[config.mk]
export PLATFORM = sky130hd
export DESIGN_NAME = serial_adder_ctrl_flat
export DESIGN_NICKNAME = d
export VERILOG_FILES = /design/src/rtl/serial_adder_ctrl_if.sv /design/src/rtl/serial_adder_ctrl.sv /design/src/flat_wrapper.sv
export SDC_FILE = /design/constraint.sdc
export NUM_CORES = 1
export LEC_CHECK = 0
export BUFFER_PORTS_ARGS = -buffer_cell sky130_fd_sc_hd__buf_2
export CAP_MARGIN = 0
export CORE_ASPECT_RATIO = 0.8
export CORE_UTILIZATION = 30
export DETAILED_ROUTE_END_ITERATION = 8
export PLACE_DENSITY = 0.57
export SYNTH_ARGS = -nofsm -noshare
export SYNTH_HDL_FRONTEND = slang
export SYNTH_SLANG_ARGS = --single-unit
[constraint.sdc]
create_clock -name clk -period 1.7 [get_ports clk]
set_clock_uncertainty 0.2 [all_clocks]
set_input_delay 0.085 -clock clk [delete_from_list [all_inputs] [get_ports clk]]
set_output_delay 0.085 -clock clk [all_outputs]
set_load 0.005 [all_outputs]
[src/rtl/serial_adder_ctrl_if.sv]
`default_nettype none
// serial_adder_ctrl_if: request/result handshake plus the external full-adder
// bit lanes for the bit-serial adder controller. Revision 1.0.
interface serial_adder_ctrl_if #(
  parameter int N = 8
);
  logic         start;
  logic [N-1:0] a_in;
  logic [N-1:0] b_in;
  logic         cin_in;
  logic         fa_a;
  logic         fa_b;
  logic         fa_cin;
  logic         fa_sum;
  logic         fa_cout;
  logic [N-1:0] sum_out;
  logic         cout_out;
  logic         busy;
  logic         done;

  // master is everything around the controller: requester and full adder
  modport master (
    output start, a_in, b_in, cin_in, fa_sum, fa_cout,
    input  fa_a, fa_b, fa_cin, sum_out, cout_out, busy, done
  );

  modport slave (
    input  start, a_in, b_in, cin_in, fa_sum, fa_cout,
    output fa_a, fa_b, fa_cin, sum_out, cout_out, busy, done
  );
endinterface
`default_nettype wire

[src/rtl/serial_adder_ctrl.sv]
`default_nettype none
// serial_adder_ctrl: bit-serial N-bit adder around an external 1-bit full
// adder, LSB first, start/busy/done handshake. Revision 1.0.
module serial_adder_ctrl #(
  parameter int N = 8
) (
  input  logic               clk,
  input  logic               rst,
  serial_adder_ctrl_if.slave bus
);
  localparam int CW = $clog2(N);
  localparam logic [CW-1:0] LAST = CW'(N - 1);

  typedef enum logic [1:0] {
    IDLE  = 2'd0,
    SHIFT = 2'd1,
    DONE  = 2'd2
  } state_t;

  state_t        state;
  state_t        state_n;
  logic [N-1:0]  a_sh;
  logic [N-1:0]  b_sh;
  logic          carry;
  logic [CW-1:0] count;
  logic [N-1:0]  sum_reg;
  logic          cout_reg;
  logic          in_shift;
  logic          accept;

  assign in_shift = (state == SHIFT);
  // start is only honoured between operations; DONE allows back-to-back adds
  assign accept   = bus.start && ((state == IDLE) || (state == DONE));

  always_ff @(posedge clk) begin
    if (rst) state <= IDLE;
    else     state <= state_n;
  end

  always_comb begin
    state_n = state;
    case (state)
      IDLE:    if (bus.start) state_n = SHIFT;
      SHIFT:   if (count == LAST) state_n = DONE;
      DONE:    state_n = bus.start ? SHIFT : IDLE;
      default: state_n = IDLE;
    endcase
  end

  always_ff @(posedge clk) begin
    if (rst) begin
      a_sh     <= '0;
      b_sh     <= '0;
      carry    <= 1'b0;
      count    <= '0;
      sum_reg  <= '0;
      cout_reg <= 1'b0;
    end else if (accept) begin
      a_sh    <= bus.a_in;
      b_sh    <= bus.b_in;
      carry   <= bus.cin_in;
      count   <= '0;
      sum_reg <= '0;
    end else if (in_shift) begin
      sum_reg <= {bus.fa_sum, sum_reg[N-1:1]};
      a_sh    <= a_sh >> 1;
      b_sh    <= b_sh >> 1;
      carry   <= bus.fa_cout;
      count   <= count + 1'b1;
      if (count == LAST) cout_reg <= bus.fa_cout;
    end
  end

  assign bus.fa_a     = in_shift & a_sh[0];
  assign bus.fa_b     = in_shift & b_sh[0];
  assign bus.fa_cin   = in_shift & carry;
  assign bus.sum_out  = sum_reg;
  assign bus.cout_out = cout_reg;
  assign bus.busy     = in_shift;
  assign bus.done     = (state == DONE);
endmodule
`default_nettype wire

[src/flat_wrapper.sv]
// flat-port wrapper written by rule: the top's interface ports become plain ports
module serial_adder_ctrl_flat 
#(
  parameter int N = 8
)
  (clk, rst, bus_start, bus_a_in, bus_b_in, bus_cin_in, bus_fa_sum, bus_fa_cout, bus_fa_a, bus_fa_b, bus_fa_cin, bus_sum_out, bus_cout_out, bus_busy, bus_done);
  serial_adder_ctrl_if #(.N(N)) bus_i ();
  input  logic clk;
  input  logic rst;
  input wire logic [$bits(bus_i.start)-1:0] bus_start;
  input wire logic [$bits(bus_i.a_in)-1:0] bus_a_in;
  input wire logic [$bits(bus_i.b_in)-1:0] bus_b_in;
  input wire logic [$bits(bus_i.cin_in)-1:0] bus_cin_in;
  input wire logic [$bits(bus_i.fa_sum)-1:0] bus_fa_sum;
  input wire logic [$bits(bus_i.fa_cout)-1:0] bus_fa_cout;
  output wire logic [$bits(bus_i.fa_a)-1:0] bus_fa_a;
  output wire logic [$bits(bus_i.fa_b)-1:0] bus_fa_b;
  output wire logic [$bits(bus_i.fa_cin)-1:0] bus_fa_cin;
  output wire logic [$bits(bus_i.sum_out)-1:0] bus_sum_out;
  output wire logic [$bits(bus_i.cout_out)-1:0] bus_cout_out;
  output wire logic [$bits(bus_i.busy)-1:0] bus_busy;
  output wire logic [$bits(bus_i.done)-1:0] bus_done;
  assign bus_i.start = bus_start;
  assign bus_i.a_in = bus_a_in;
  assign bus_i.b_in = bus_b_in;
  assign bus_i.cin_in = bus_cin_in;
  assign bus_i.fa_sum = bus_fa_sum;
  assign bus_i.fa_cout = bus_fa_cout;
  assign bus_fa_a = bus_i.fa_a;
  assign bus_fa_b = bus_i.fa_b;
  assign bus_fa_cin = bus_i.fa_cin;
  assign bus_sum_out = bus_i.sum_out;
  assign bus_cout_out = bus_i.cout_out;
  assign bus_busy = bus_i.busy;
  assign bus_done = bus_i.done;
  serial_adder_ctrl #(.N(N)) u_core (.clk(clk), .rst(rst), .bus(bus_i));
endmodule
# After elaboration in Yosys (flattened, before gate mapping)
# Index checks and enable logic that the tools add are counted.
# W data, S select, Z words.
# totals
output_inout_bits	14
reg_bits	31
# classes
n_reduce_logical	7
mux	10
add_sub_neg	1
eq_ne	5
bitwise_logic	4
# ops
op	n
$mux W8	4
$pmux W2 S3	1
$mux W2	2
$ne A2 B2 Y1 const B	2
$add A3 B1 Y3 const B	1
$and A1 B1 Y1	3
$eq A3 B3 Y1 const B	1
$mux W1	3
$reduce_and A3 Y1	1
$eq A2 B1 Y1 const B	1
$eq A2 B2 Y1 const B	1
$logic_not A2 Y1	1
$reduce_and A2 Y1	1
$reduce_bool A2 Y1	1
$reduce_or A2 Y1	1
$logic_and A1 B1 Y1	1
$logic_or A1 B1 Y1	1
$not A1 Y1	1

# Longest topological paths before layout
# Gate-level depths: netlist of the first run.
# depth
depth_word	5
depth_mapped	6
depth_no_buf	5

# Least setup slack after synthesis of the first run
# Ideal clock, no wire load.
# synth_path
path_type	register to register
startpoint	register u_core.state[1]
endpoint	register u_core.a_sh[2]
t_required_ps	1363
stages_incl_launch_ff	7
path_slack_ps	415
arrival_ps	948
path_cell_list	dfxtp_1 > nand2b_1 > buf_6 > inv_8 > buf_12 > a22oi_2 > a21oi_1
# synth_via
elab_chain_len	4
word_cells_on_any_way	7
cone_classes	eq/ne (2); mux (1); reduce/logical (4)
# synth_lines
item	line	text
from (decl)	serial_adder_ctrl.sv:20	state_t state;
from (signal assigned)	serial_adder_ctrl.sv:37	else state <= state_n;
$eq A2 B2 Y1 or $logic_not A2 Y1 (tied branches)	serial_adder_ctrl.sv:33	assign accept = bus.start && ((state == IDLE) || (state == DONE));
$logic_or A1 B1 Y1	serial_adder_ctrl.sv:33	
$logic_and A1 B1 Y1	serial_adder_ctrl.sv:33	
$mux W8 or $reduce_bool A2 Y1 (tied branches)	n/a	
to (signal assigned)	serial_adder_ctrl.sv:59	a_sh <= bus.a_in;
to (signal assigned)	serial_adder_ctrl.sv:66	a_sh <= a_sh >> 1;
to (decl)	serial_adder_ctrl.sv:22	logic [N-1:0] a_sh;
# Parallel ways exist; a longest one is shown, timed or not.
# A chain may end at the register's enable or synchronous reset.

# Worst setup path in the final report of the first run
# layout_path
startpoint	register u_core.state[1]
endpoint	output bus_fa_b
# layout_via
elab_chain_len	2
# layout_lines
item	line	text
$eq A2 B1 Y1	serial_adder_ctrl.sv:31	assign in_shift = (state == SHIFT);
$and A1 B1 Y1	serial_adder_ctrl.sv:75	assign bus.fa_b = in_shift & b_sh[0];
to (decl)	flat_wrapper.sv:17	output wire logic [$bits(bus_i.fa_b)-1:0] bus_fa_b;
# No other way between the ends.

==> impl_metrics.yaml, run 1 <==
yosys:
  netlist_area_um2: 1380
  synth-edff-count: 0
  synth_top_area_cell: "dfxtp_1"
  syn_inst: 145
  post_synth.cell_area_avg_um2: 9.49
  ys_seq_area_frac: 0.451
  synth.most_common_cell: "dfxtp_1"
  ys.flop_type: "dfxtp_1"
  synth_area_leaders: "dfxtp_1 45%, nor3_2 12%, nand2_1 6.8%"
  synth_cell_type_count: 26
  yosysTopAreaCellShare: 0.451
  postSynth.asyncResetShare: 0
  ys_seq_elements: 31
  ys_warn_count: 0
  synth_nets: 169
  synth_commonest_cells: "31 x dfxtp_1, 25 x nand2_1, 16 x nor3_2"
cells_and_area:
  layout-area-overhead-vs-synth_pct: 38.4
  multi_input_area_um2: 632
  seq_area_um2: 622
  drive_gt1_frac: 0.353
  design_area_um2: 1900
  nNetsFinal: 224
  fill_cells: 438
  diodes: 0
drt:
  drc: 0
  avgViaCountPerCell: 4.72
  antenna_left: 0
  post_drt_wl_per_cell_um: 12.4
  finalWirelength_um: 3200
  dr_total_vias: 1217
  first_pass_iters: 4
  drt_iter0_markers: 53
timing:
  hold_viol: 0
  final.setup.tns_ns: 0
  drv_slew: 0
  rsz0062_at_grt: "false"
  finalSetupViolations: 0
  final.setup.worst_slack_ns: 0.127
  worst_slew_pin_slew_ns: 0.409
  hold-worst-slack_ns: 0.0717
  finalCriticalPeriod_ns: 1.57
  clock.fmax_ghz: 0.636
  fin_crit_sh: 0.925
  slew_headroom: 0.727
placement:
  post-place-ws_ns: 0.265
  hpwl_um: 1980
  gp_congestion: 0.682
  io_buffers: 35
  placed_cell_area_um2: 1560
setup_path:
  path_cells: "nand2b_4 -> bufinv_16 -> and2_1 -> buf_2"
  cp.arrival_ns: 1.29
  end_kind: "output pin"
  slowest_delay_ns: 0.33
  critical_path_required_ns: 1.41
  cpMaxStageDelayCell: "dfxtp_1"
  r2r_cells: 5
  startpoint_type: "register"
  critical_path_class: "register to output pin"
  critPathMaxFanout: 17
power:
  irDropWorstVdd_v: 0.000303
  p_per_area_nw_per_um2: 966
  leakage_uw: 0.000773
  totalPowerFinal_uw: 1840
floorplan:
  die_area_um2: 4860
  start_util: 0.321
  core_um2: 4280
  row_count: 21
  die_width_um: 77.7
  die_h_um: 62.6
  io_pins: 36
clock_network:
  cts_sinks: 31
  root_buffer: "clkbuf_8"
  htree_levels: 2
  clockBufferDepth: 2
  clk_pin_slew_ns: 0.07
  cts_tree: "done"
  cts_buffers: 5
  clock_latency_ns: 0.28
grt:
  grt_pass1_wl_um: 5220
  grt_max_degree: 34
  antenna_found_initial: 0
  grt_usage: 0.142
  gr-total-overflow: 0
  grt_pass1_vias: 1145
worst_hold_path:
  min_path_type: "input pin to register"
  holdPathStages: 3
flow_run:
  maxCapViolCount: 0
status:
  outcome: "finished clean"
where the power goes:
group | switching (uW) | leakage [uW] | total (uW) | internal [uW]
sequential | 27.8 | 0.000254 | 798 | 770
clock | 277 | 0.0000612 | 750 | 474
combinational | 142 | 0.000458 | 291 | 149
total | 447 | 0.000773 | 1840 | 1390
flip-flops by register name, summed over array words and instances, names as in the netlist:
name,count
u_core.bus.sum_out,8
u_core.bus.cout_out,1
u_core.count,3
u_core.state,2
u_core.b_sh,8
u_core.a_sh,8
u_core.carry,1
repair_timing:
action,CTS,global route
endpoints found under the setup margin,0,3
gates resized for setup,0,4
buffers inserted,0,0
hold buffers,19,0
hold endpoints to repair,19,0
stage by stage:
step | instances | utilization
2_1_floorplan | 145 | -
3_3_place_gp | 230 | 0.364
4_1_cts | 257 | 0.436
5_1_grt | 258 | 0.445
3_5_place_dp | 230 | 0.364
6_report | 258 | 0.445
layout by cell type (no fill, tap or decap), types with 2 or more instances in the layout:
master         synthesis  final
nand3_1                4      4
nor2_1                 5      5
nor2b_1                2      2
and2_1                 3      3
nor3_2                16     16
a21oi_1               14     14
clkbuf_8               0      6
mux2i_1                2      2
bufinv_16              0      2
buf_2                  2     35
dfxtp_1               31     30
o22ai_1               10     10
buf_4                  3      5
dlygate4sd3_1          0     19
nand2b_1               3      2
nand2_1               25     25
a311oi_1               2      2
a22oi_2                2      2
ha_1                   2      2
nor3_1                 6      6
final cells by class:
type,instances,share of cell area
clock buffers,6,0.0434
clock inverters,2,0.0184
inverters,1,0.0158
multi-input cells,100,0.332
flip-flops and latches,31,0.327
well taps,57,0.0375
repair buffers,60,0.222
repair inverters,1,0.00460
layer usage:
metal,up-vias,track usage,wire length (um)
met4,0,0.0991,78
li1,613,-,-
met2,28,0.218,1480
met1,566,0.176,1510
met5,-,0,0
met3,10,0.0336,137
kinds of logic (layout without fill, tap and decap cells):
kind of cell             Yosys count  after routing  synth area share
AND/OR/NAND/NOR                   65             65             0.276
flip-flops                        31             31             0.451
AO/OA/AOI/OAI                     30             30             0.138
buffers and inverters             14             70            0.0955
adder cells (fa/ha/maj)            2              2            0.0182
multiplexers                       2              2            0.0145
XOR/XNOR                           1              1           0.00636
worst max-delay path: cells and delay by family, from the launching register on:
kind / cells / cell delay (ns)
buffers and inverters: 2 / 0.33
DFF: 1 / 0.33
and+or+nand+nor: 2 / 0.33
final timing paths:
| path | start | to | slack (ns) |
|---|---|---|---|
| worst max-delay path | u_core.state[1]$_SDFFE_PP0P_ | bus_fa_b | 0.13 |
| worst min-delay path | rst | u_core.b_sh[0]$_SDFFE_PP0P_ | 0.07 |
| worst max register to register | u_core.count[0]$_SDFFE_PP0P_ | u_core.bus.cout_out$_SDFFE_PP0P_ | 0.37 |
| worst min register to register | u_core.count[2]$_SDFFE_PP0P_ | u_core.count[2]$_SDFFE_PP0P_ | 0.26 |
No activity file was read; power rests on OpenSTA's default activity.
==> inputs of run 2 (changes only) <==
--- a/config.mk
+++ b/config.mk
@@ -8,9 +8,9 @@
 export BUFFER_PORTS_ARGS = -buffer_cell sky130_fd_sc_hd__buf_2
 export CAP_MARGIN = 0
 export CORE_ASPECT_RATIO = 0.8
-export CORE_UTILIZATION = 30
+export CORE_UTILIZATION = 45
 export DETAILED_ROUTE_END_ITERATION = 8
-export PLACE_DENSITY = 0.57
+export PLACE_DENSITY = 0.77
 export SYNTH_ARGS = -nofsm -noshare
 export SYNTH_HDL_FRONTEND = slang
 export SYNTH_SLANG_ARGS = --single-unit
==> impl_metrics.yaml, run 2 (synthesis results as in run 1) <==
floorplan:
  die_width_um: 63.8
  core_um2: 2830
  start_util: 0.487
  row_count: 17
  die_area_um2: 3290
  die_h_um: 51.5
  io_pins: 36
grt:
  antenna_found_initial: 0
  gr-total-overflow: 0
  grt_pass1_wl_um: 5040
  grt_pass1_vias: 1118
  grt_usage: 0.201
  grt_max_degree: 34
placement:
  placed_cell_area_um2: 1530
  io_buffers: 35
  gp_congestion: 0.811
  hpwl_um: 1990
power:
  power_frac_clock: 0.405
  leakage_uw: 0.000773
  p_sw_uw: 452
  comb_power_share: 0.160
  irDropWorstVdd_v: 0.000603
  p_per_area_nw_per_um2: 979
  switching_share: 0.245
  internal_power_uw: 1390
  power_frac_seq: 0.435
drt:
  finalWirelength_um: 3300
  drt_iter0_markers: 76
  first_pass_iters: 4
  dr_total_vias: 1265
  post_drt_wl_per_cell_um: 13.8
  antenna_left: 0
  avgViaCountPerCell: 5.29
  drc: 0
cells_and_area:
  design_area_um2: 1880
  final_common_cell: "buf_2"
  nNetsFinal: 224
  layout-area-overhead-vs-synth_pct: 36.8
  fill_cells: 204
  seq_area_um2: 622
  drive_gt1_frac: 0.348
  multi_input_area_um2: 632
  mostFrequentLayoutCells: "35 x buf_2, 30 x dfxtp_1, 25 x nand2_1"
  diodes: 0
setup_path:
  startpoint_type: "register"
  r2r_cells: 4
  critPathLaunch: "u_core.state[1]$_SDFFE_PP0P_"
  cp-endpoint: "bus_fa_a"
  reg2reg_slack_ns: 0.17
  critical_path_required_ns: 1.41
  critical_path_class: "register to output pin"
  r2r_end: "u_core.a_sh[6]$_SDFFE_PP0P_"
  r2r-start: "u_core.state[0]$_SDFFE_PP0P_"
  end_kind: "output pin"
  critPathMaxFanout: 17
  cp.arrival_ns: 1.38
timing:
  rsz0062_at_grt: "false"
  finalCriticalPeriod_ns: 1.66
  clock.fmax_ghz: 0.602
  slew_headroom: 0.733
  finalSetupViolations: 0
  final.setup.tns_ns: 0
  fin_crit_sh: 0.977
  drv_slew: 0
  hold_viol: 0
  worst_slew_pin_slew_ns: 0.400
clock_network:
  htree_levels: 2
  cts_sinks: 31
  clock_latency_ns: 0.28
  root_buffer: "clkbuf_8"
  postCtsSetupRepairBufs: 0
  cts_buffers: 5
  clk_pin_slew_ns: 0.07
  cts_tree: "done"
  clockBufferDepth: 2
status:
  outcome: "finished clean"
flow_run:
  maxCapViolCount: 0
worst_hold_path:
  min_path_type: "input pin to register"
-- run 2: routing by layer --
metal	GRT usage	up-vias	share of wire
met4	0.0795	0	0.021
met5	0	-	0
met2	0.339	56	0.47
met1	0.250	586	0.45
met3	0.0469	10	0.059
li1	-	613	-
-- run 2: worst min-delay path by stage --
stage | start | endpoint | cells past startpoint
2_1_floorplan | bus_fa_sum | u_core.bus.sum_out[7]$_SDFFE_PP0P_ | 2
3_3_place_gp | bus_fa_sum | u_core.bus.sum_out[7]$_SDFFE_PP0P_ | 3
3_5_place_dp | bus_fa_sum | u_core.bus.sum_out[7]$_SDFFE_PP0P_ | 3
4_1_cts | bus_start | u_core.carry$_SDFFE_PP0P_ | 4
5_1_grt | bus_start | u_core.carry$_SDFFE_PP0P_ | 4
6_report | bus_start | u_core.carry$_SDFFE_PP0P_ | 4
-- run 2: repair_timing --
action | in CTS | in global routing
setup endpoints to repair | 0 | 3
endpoints found under the hold margin | 21 | 0
hold buffers | 20 | 0
resized for setup | 0 | 4
-- run 2: through the flow --
| stage | setup slack (ns) | hold slack [ns] | instances | power, uW | util |
|---|---|---|---|---|---|
| 2_1_floorplan | 0.415 | 0.0184 | 145 | 1010 | - |
| 3_3_place_gp | 0.331 | 0.127 | 210 | 1040 | 0.540 |
| 3_5_place_dp | 0.266 | 0.129 | 210 | 1050 | 0.540 |
| 4_1_cts | 0.0247 | 0.0304 | 238 | 1820 | 0.653 |
| 5_1_grt | 0.0292 | 0.0897 | 239 | 1900 | 0.666 |
| 6_report | 0.0392 | 0.0393 | 239 | 1840 | 0.666 |
-- run 2: area by class of cell --
class                      instances  area share
inverter                           1      0.0159
timing repair buffer              60       0.226
multi-input combinational        100       0.336
tap                               38      0.0252
clock buffer                       6      0.0439
timing repair inverter             1     0.00465
clock inverter                     2      0.0186
sequential                        31       0.330
-- run 2: power groups by stage --
| stage | registers, uW | logic, uW | clock network [uW] |
|---|---|---|---|
| floorplan | 806 | 200 | 0 |
| global placement | 810 | 228 | 0 |
| detailed placement | 812 | 236 | 0 |
| global route | 804 | 320 | 775 |
| CTS | 797 | 272 | 749 |
| finish | 802 | 295 | 747 |
-- run 2: critical path, stage by stage (launching register included) --
cell and delay, ns:
dfxtp_1 0.37, nand2b_4 0.20, bufinv_16 0.21, and2_1 0.17, buf_2 0.14
